==> config.mk <==
export PLATFORM = sky130hd
export DESIGN_NAME = fb_scanout
export DESIGN_NICKNAME = d
export VERILOG_FILES = /design/src/rtl/fb_scanout_pkg.sv /design/src/rtl/fb_timing_gen.sv /design/src/rtl/fb_scanout.sv
export SDC_FILE = /design/constraint.sdc
export NUM_CORES = 1
export LEC_CHECK = 0
export BUFFER_PORTS_ARGS = -buffer_cell sky130_fd_sc_hd__buf_2
export CAP_MARGIN = 20
export CORE_MARGIN = 2
export CORE_UTILIZATION = 51
export CTS_CLUSTER_SIZE = 8
export DETAILED_ROUTE_END_ITERATION = 10
export PLACE_DENSITY_LB_ADDON = 0.05
export SYNTH_ARGS = -nofsm -noshare
export SYNTH_HDL_FRONTEND = slang
export SYNTH_HIERARCHICAL = 1
export SYNTH_SLANG_ARGS = --single-unit
==> constraint.sdc <==
create_clock -name clk -period 10 [get_ports clk]
set_input_delay 0.5 -clock clk [delete_from_list [all_inputs] [get_ports clk]]
set_output_delay 0.5 -clock clk [all_outputs]
set_load 0.03 [all_outputs]
==> src/rtl/fb_scanout_pkg.sv <==
// Shared sizing helpers and swap FSM state for the framebuffer scanout.
// Optional macro: FB_SCANOUT_MARGIN_EN (black margin lines above/below).
package fb_scanout_pkg;

  localparam int DEF_BUF = 320 * 240;

  typedef enum logic {
    SW_WAIT,
    SW_DONE
  } swap_st_t;

  function automatic int total(
    input int act,
    input int fp,
    input int sw,
    input int bp,
    input int mg
  );
    return act + fp + sw + bp + 2 * mg;
  endfunction

  function automatic int buf_words(
    input int w,
    input int h
  );
    return w * h;
  endfunction

  function automatic int addr_w(
    input int w,
    input int h
  );
    return $clog2(2 * buf_words(w, h));
  endfunction

endpackage

==> src/rtl/fb_timing_gen.sv <==
// Raster counters with active/sync/blank flags of the current state.
// VOFF shifts the active window down (margin build, FB_SCANOUT_MARGIN_EN).
module fb_timing_gen
  import fb_scanout_pkg::*;
#(
  parameter int WIDTH  = 320,
  parameter int HEIGHT = 240,
  parameter int HFP    = 8,
  parameter int HSW    = 32,
  parameter int HBP    = 40,
  parameter int VFP    = 3,
  parameter int VSW    = 4,
  parameter int VBP    = 15,
  parameter int VOFF   = 0
) (
  input  logic clk,
  input  logic reset,
  input  logic ce_pix,
  output logic act,
  output logic hsync,
  output logic vsync,
  output logic hblank,
  output logic vblank,
  output logic act_next,
  output logic first_next,
  output logic swap_next,
  output logic wrap,
  output logic frame_start
);

  localparam int HT  = total(WIDTH, HFP, HSW, HBP, 0);
  localparam int VT  = total(HEIGHT, VFP, VSW, VBP, VOFF);
  localparam int HW  = $clog2(HT);
  localparam int VW  = $clog2(VT);
  localparam int VA1 = VOFF + HEIGHT;
  localparam int VBL = HEIGHT + 2 * VOFF;
  localparam int VS0 = VBL + VFP;
  localparam int HS0 = WIDTH + HFP;

  logic [HW-1:0] hcnt;
  logic [HW-1:0] hnx;
  logic [VW-1:0] vcnt;
  logic [VW-1:0] vnx;
  logic          eol;

  function automatic logic in_act(
    input logic [HW-1:0] h,
    input logic [VW-1:0] v
  );
    return (int'(h) < WIDTH) &&
           (int'(v) >= VOFF) &&
           (int'(v) < VA1);
  endfunction

  assign eol  = int'(hcnt) == HT - 1;
  assign wrap = eol && (int'(vcnt) == VT - 1);

  always_comb begin
    hnx = eol ? '0 : hcnt + HW'(1);
    vnx = vcnt;
    if (wrap)
      vnx = '0;
    else if (eol)
      vnx = vcnt + VW'(1);
  end

  assign act        = in_act(hcnt, vcnt);
  assign act_next   = in_act(hnx, vnx);
  assign first_next = act_next && (hnx == '0) &&
                      (int'(vnx) == VOFF);
  assign swap_next  = eol && (int'(vnx) == VA1);

  assign hblank = !(int'(hcnt) < WIDTH);
  assign vblank = !(int'(vcnt) < VBL);
  assign hsync  = (int'(hcnt) >= HS0) &&
                  (int'(hcnt) < HS0 + HSW);
  assign vsync  = (int'(vcnt) >= VS0) &&
                  (int'(vcnt) < VS0 + VSW);

  always_ff @(posedge clk) begin
    if (reset) begin
      hcnt        <= '0;
      vcnt        <= '0;
      frame_start <= 1'b0;
    end else begin
      frame_start <= ce_pix && wrap;
      if (ce_pix) begin
        hcnt <= hnx;
        vcnt <= vnx;
      end
    end
  end

endmodule

==> src/rtl/fb_scanout.sv <==
// Double-buffered framebuffer reader: address gen, vblank swap, output regs.
// Define FB_SCANOUT_MARGIN_EN to add MARGIN black lines above and below.
module fb_scanout
  import fb_scanout_pkg::*;
#(
  parameter  int WIDTH  = 320,
  parameter  int HEIGHT = 240,
  parameter  int DEPTH  = 8,
  parameter  int HFP    = 8,
  parameter  int HSW    = 32,
  parameter  int HBP    = 40,
  parameter  int VFP    = 3,
  parameter  int VSW    = 4,
  parameter  int VBP    = 15,
  parameter  int MARGIN = 4,
  localparam int AW     = addr_w(WIDTH, HEIGHT)
) (
  input  logic             clk,
  input  logic             reset,
  input  logic             ce_pix,
  input  logic             swap_req,
  output logic             swap_ack,
  output logic             front,
  output logic [AW-1:0]    rd_addr,
  input  logic [DEPTH-1:0] rd_data,
  output logic [DEPTH-1:0] video_out,
  output logic             hsync,
  output logic             vsync,
  output logic             hblank,
  output logic             vblank,
  output logic             frame_start
);

`ifdef FB_SCANOUT_MARGIN_EN
  localparam int VOFF = MARGIN;
`else
  localparam int VOFF = 0 * MARGIN;
`endif

  localparam logic [AW-1:0] BASE1 =
    AW'(buf_words(WIDTH, HEIGHT));

  logic     act_d;
  logic     hs;
  logic     vs;
  logic     hb;
  logic     vb;
  logic     act_next;
  logic     first_next;
  logic     swap_next;
  logic     wrap;
  swap_st_t st;

  fb_timing_gen #(
    .WIDTH (WIDTH),
    .HEIGHT(HEIGHT),
    .HFP   (HFP),
    .HSW   (HSW),
    .HBP   (HBP),
    .VFP   (VFP),
    .VSW   (VSW),
    .VBP   (VBP),
    .VOFF  (VOFF)
  ) u_tg (
    .clk        (clk),
    .reset      (reset),
    .ce_pix     (ce_pix),
    .act        (act_d),
    .hsync      (hs),
    .vsync      (vs),
    .hblank     (hb),
    .vblank     (vb),
    .act_next   (act_next),
    .first_next (first_next),
    .swap_next  (swap_next),
    .wrap       (wrap),
    .frame_start(frame_start)
  );

  always_ff @(posedge clk) begin
    if (reset) begin
      st        <= SW_WAIT;
      front     <= 1'b0;
      swap_ack  <= 1'b0;
      rd_addr   <= '0;
      video_out <= '0;
      hsync     <= 1'b0;
      vsync     <= 1'b0;
      hblank    <= 1'b1;
      vblank    <= 1'b1;
    end else begin
      swap_ack <= 1'b0;
      if (ce_pix) begin
        video_out <= act_d ? rd_data : '0;
        hsync     <= hs;
        vsync     <= vs;
        hblank    <= hb;
        vblank    <= vb;
        // frame origin and first visible pixel both reload the base
        if (wrap || first_next)
          rd_addr <= front ? BASE1 : '0;
        else if (act_next)
          rd_addr <= rd_addr + AW'(1);
        unique case (st)
          SW_WAIT:
            if (swap_next && swap_req) begin
              front    <= !front;
              swap_ack <= 1'b1;
              st       <= SW_DONE;
            end
          SW_DONE:
            if (wrap)
              st <= SW_WAIT;
        endcase
      end
    end
  end

endmodule

; Yosys cells after proc, flatten, opt, wreduce, memory -nomap -nowiden
; Cells that the tools add are included.
[word_totals]
ff_bits = 52
latch_bits = 0
mem_bits_rw = 0
mem_bits_ro = 0
in_bits = 12
output_inout_bits = 33
word_cells = 58
memories = 0
[op_classes]
addsub = 3
mul = 0
n_div = 0
order_cmp = 8
n_eq_ne = 3
shift = 0
mux = 10
n_bitwise = 2
reduce_logical = 20
[ops]
columns = op, n
row1 = $mux 18, 2
row2 = $lt 9x8->1 const B, 3
row3 = $lt 9x9->1 const B, 3
row4 = $mux 9, 3
row5 = $add 18x1->18 const B, 1
row6 = $add 9x1->9 const B, 2
row7 = $eq 9x9->1 const B, 2
row8 = $logic_not 9->1, 2
row9 = $mux 17, 1
row10 = $logic_and 1x1->1, 10
row11 = $eq 9x8->1 const B, 1
row12 = $ge 9x8->1 const B, 1
row13 = $ge 9x9->1 const B, 1
row14 = $mux 8, 1
row15 = $logic_not 1->1, 3
row16 = $reduce_and 3->1, 1
row17 = $reduce_or 3->1, 1
row18 = $mux 1, 2
row19 = $not 1->1, 2
row20 = $pmux 1 s2, 1
row21 = $reduce_and 2->1, 1
row22 = $reduce_bool 2->1, 1
row23 = $logic_or 1x1->1, 1

; Logic depth before layout (Yosys ltp)
[logic_depth]
depth_word = 10
depth_mapped = 15
ltp_nobuf = 12

; By module
; The synthesis kept the hierarchy.
[modules_own_cells]
columns = module, instances, cells_each, area_each_um2, seq_area_each_um2
row1 = fb_scanout, 1, 173, 1478.9, 660.6
row2 = fb_timing_gen, 1, 192, 1438.9, 380.4

; Least setup slack after synthesis
; No wires, ideal clock.
[synth_timing]
path_type = register to register
from = register u_tg.hcnt[1]
to = register rd_addr[17]
setup_ps = 70
arrival_time_ps = 3231
t_required_ps = 9930
setup_slack_ps = 6700
stages_incl_launch_ff = 14
n_path_buf = 2
synth_period_minus_slack_ps = 3300
cell_sequence = dfxtp_1 -> ha_1 -> and4_1 -> buf_2 -> and2_4 -> buf_8 -> o21ai_2 -> a221oi_2 -> nand3_1 -> nor4_2 -> o31ai_2 -> or3_4 -> or4_1 -> a21oi_1
[synth_between]
elab_chain_cells = 10
word_cells_on_any_way = 17
cone_classes = add/sub: 1 / order compare: 2 / eq/ne: 1 / mux: 4 / reduce/logical: 9
[synth_lines]
columns = item, line_no
row1 = "start, declared", fb_timing_gen.sv:40  ; logic [HW-1:0] hcnt;
row2 = "start signal, assigned", fb_timing_gen.sv:88  ; hcnt <= hnx;
row3 = "parallel branches: the longest is 6 deep, another holds $add 9x1->9", -
row4 = $logic_and 1x1->1 (*), fb_timing_gen.sv:69  ; assign first_next = act_next && (hnx == '0) &&
row5 = net first_next, fb_scanout.sv:49  ; logic first_next;
row6 = $logic_or 1x1->1 (*), fb_scanout.sv:100  ; if (wrap || first_next)
row7 = $reduce_bool 2->1 (no line), -
row8 = $reduce_and 2->1 (no line), -
row9 = "end signal, assigned", fb_scanout.sv:101  ; rd_addr <= front ? BASE1 : '0;
row10 = "end signal, assigned", fb_scanout.sv:103  ; rd_addr <= rd_addr + AW'(1);
row11 = "end, declared", fb_scanout.sv:24  ; output logic [AW-1:0] rd_addr,
; Mark *: on every way through the listed nets, which the timed path passes.
; A chain may end at the register's enable or synchronous reset.

; Final worst setup path
; Same ends and word-level chain as after synthesis.

==> summary.txt <==
Clocking
  – Clk slew on worst S/H paths: 0.10 ns
  – CTS root buffer: clkbuf_8
  – Hold_buf cts: 0
  – CTS H-tree depth: 2
  – CTS tree: built
  – Clock Latency Late Sink: 0.31 ns
  – Inserted Clock Buffers: 5
  – Post-CTS sizing: 0
  – Post CTS Setup Buffer Count: 0
  – Clock Sinks: 52
  – Clock buffer depth: 2

Global routing
  – First-pass GRT wire length: 11,010 µm
  – Largest net degree at the start of global routing: 46
  – Vias in the first global route: 2,395
  – Initial antenna violation count: 0
  – Total grt overflow: 0
  – Total track usage: 21.30%

Power and ir drop
  – Seq pwr share: 57.5%
  – Leak: 1.220 nW
  – Sw frac: 26.90%
  – Net Switching: 0.0001002 W
  – PD cells: 117.7 mW/mm²
  – Clock power share: 33.1%
  – Worst VDD drop: 0.07025 mV
  – Logic pwr share: 9.4%
  – Pint: 0.0002723 W

Route
  – WL final: 6269 µm
  – DR vias: 2,570
  – DR iter-0 viols: 127
  – Post-route DRC: 0
  – Post-route ant nets: 0
  – DRT Pass-1 Iters: 5
  – DR vias/cell: 5.575
  – Routed len/inst: 13.60 µm

Layout
  – Commonest cells after routing, fill and taps aside: 53 x nor2_1, 52 x dfxtp_1, 44 x buf_2, 32 x a21oi_1, 22 x nand2_1
  – Share of layout cells above drive strength 1: 16.97%
  – # nets final: 405
  – Final core occ: 57.49%
  – Fill cells: 514
  – Most common cell after layout, fill and taps aside: nor2_1
  – P&R area growth vs syn: 8.491%
  – # diodes: 0

STA
  – RSZ-0062 raised after global routing: false
  – Endpoints failing setup: 0
  – Final Hold Viols: 0
  – Setup TNS: 0 ns
  – Final Max Tran Viols: 0
  – Slew @ Worst Pin: 0.8032 ns
  – Worst slew margin: 46.45%
  – WHS: 0.4052 ns
  – Fin crit share: 36.36%
  – Max Clk Rate: 0.2750 GHz
  – Tmin final: 3.636 ns
  – Fin Clk Skew: 0.01652 ns

Logic synthesis
  – Number of synthesized flops with an enable pin: 0
  – Syn Area/Cell: 7.994 µm²
  – Syn Nets: 382
  – Most area-hungry cell type in the Yosys netlist: dfxtp_1
  – Async S/R FF share, synth: 0%
  – Mapped cell area: 0.002918 mm²
  – Ys Warns: 6
  – Syn Inst Count: 365
  – Post-synth top flop: dfxtp_1
  – Register bit total from synthesis: 52
  – Distinct cells, synth: 56
  – Top cells by area, synth: dfxtp_1 36%, nor2_1 6.8%, a21oi_1 5.5%
  – Post-synth top area share: 35.68%
  – Seq/Total Area, Yosys: 35.68%

Setup path
  – Worst Path Max Fanout: 11
  – Reg2Reg Depth: 11
  – Startpoint types: flop
  – CP Data Required Time: 10.25 ns
  – Reg-to-reg critical path startpoint: u_tg/hcnt[1]
  – Reg2reg end: rd_addr[17]
  – Slowest CP cell: or3_4
  – Reg2reg setup slack: 6.36 ns
  – CP peak stage delay: 0.49 ns
  – CP arrival: 3.88 ns
  – Worst setup EP type: flop
  – CP Class: reg2reg
  – Critical path, cell by cell: ha_1, and4_1, and2_4, o21ai_2, a221oi_2, nand3_1, nor4_2, o31ai_2, or3_4, or4_1, a21oi_1

Run
  – Max-cap viol count: 0

Worst hold path
  – Hold Path Class: in2reg
  – Hold Path End: video_out[4]
  – Depth of the worst hold-timing path: 3
  – Hold_sp: rd_data[4]

Die
  – Row count: 27
  – Die ar.: 0.006343 mm²
  – Die Width: 79.64 µm
  – Initial Util: 52.99%
  – I/O Pins: 45
  – Die Y: 79.64 µm
  – Core footprint: 0.005507 mm²

Place
  – Routability cong.: 0.8414
  – PortBufs: 44
  – DP Wirelength: 4289 µm

Run status
  – Run status: complete, no violations
power groups by stage:
| stage | combinational (W) | clock, W | sequential, W |
|---|---|---|---|
| floorplan | 0.0000196 | 0 | 0.000225 |
| global placement | 0.0000351 | 0 | 0.000219 |
| detailed placement | 0.0000355 | 0 | 0.000219 |
| CTS | 0.0000356 | 0.000127 | 0.000214 |
| global route | 0.0000393 | 0.000135 | 0.000215 |
| finish | 0.0000351 | 0.000123 | 0.000214 |
through the flow:
stage                     power (W)  worst slack (ns)  area, µm²  cells
final                     0.0003725             6.364       3166    461
after global routing      0.0003894             5.984       3166    461
after CTS                 0.0003769             6.370       3166    461
after detailed placement  0.0002543             6.413       3073    453
after global placement    0.0002539             6.533       3073    453
after floorplan           0.0002447             6.700       2918    365
kinds of logic (layout without fill, tap and decap cells):
group	count (synthesis)	count (layout)	share of synthesized area, %
muxes	5	5	1.801
xor gates and xnor gates	22	22	6.604
DFF	52	52	35.68
adders and majority gates	5	5	2.144
and+or+nand+nor	174	174	32.38
AOI/OAI and AO/OA	72	72	15.18
buffers and inverters	35	59	6.218
worst max-delay path by stage:
stage | slack, ns | to | depth (start not counted) | startpoint
after floorplan | 6.70 | rd_addr[17] | 13 | u_tg/hcnt[1]
after global placement | 6.53 | rd_addr[17] | 11 | u_tg/hcnt[1]
after detailed placement | 6.41 | rd_addr[17] | 11 | u_tg/hcnt[1]
after CTS | 6.37 | rd_addr[17] | 11 | u_tg/hcnt[1]
after global routing | 5.98 | rd_addr[17] | 11 | u_tg/hcnt[1]
final | 6.36 | rd_addr[17] | 11 | u_tg/hcnt[1]
cell usage after synthesis (4+ instances only):
cell      count
nor2b_1      10
nand4_1       9
or3_1         7
a21oi_1      32
nand2_1      22
nor4_1        4
xor2_1       10
nor2_1       53
inv_1         7
clkbuf_1     16
a31oi_1       7
nand2b_1      6
and3_1       10
nor3_1       11
xnor2_1      12
buf_2         4
o21ai_0      13
ha_1          5
nand3_1      16
dfxtp_1      52
layer usage:
metal  up-vias  track usage [%]  share of wire [%]
met5         -                0                  0
met4         0            7.931                1.4
met3         8            3.507                3.4
met2        43            34.79                 47
met1      1192            28.18                 48
li1       1327                -                  -
sequential cells by signal (all words and copies together), names as in the netlist:
register and count:
st 1, u_tg/hcnt 9, vblank 1, hsync 1
u_tg/frame_start 1, hblank 1, u_tg/vcnt 9, swap_ack 1
rd_addr 18, video_out 8, vsync 1, front 1
cell type report:
type                    count  area [µm²]  area share, %
multi-input cells         278        1695          53.56
flip-flops and latches     52        1041          32.89
repair buffers             44       220.2          6.957
well taps                  72       90.09          2.846
clock buffers               5       68.82          2.174
inverters                   7       26.28         0.8300
clock inverters             3       23.77         0.7510
worst max-delay path, delay by kind of cell (launching register included):
| kind | cells | cell delay (ns) |
|---|---|---|
| AOI/OAI and AO/OA | 4 | 0.74 |
| adders and majority gates | 1 | 0.26 |
| DFF | 1 | 0.43 |
| and+or+nand+nor | 6 | 2.16 |
Power figures use the tool's default switching activity.
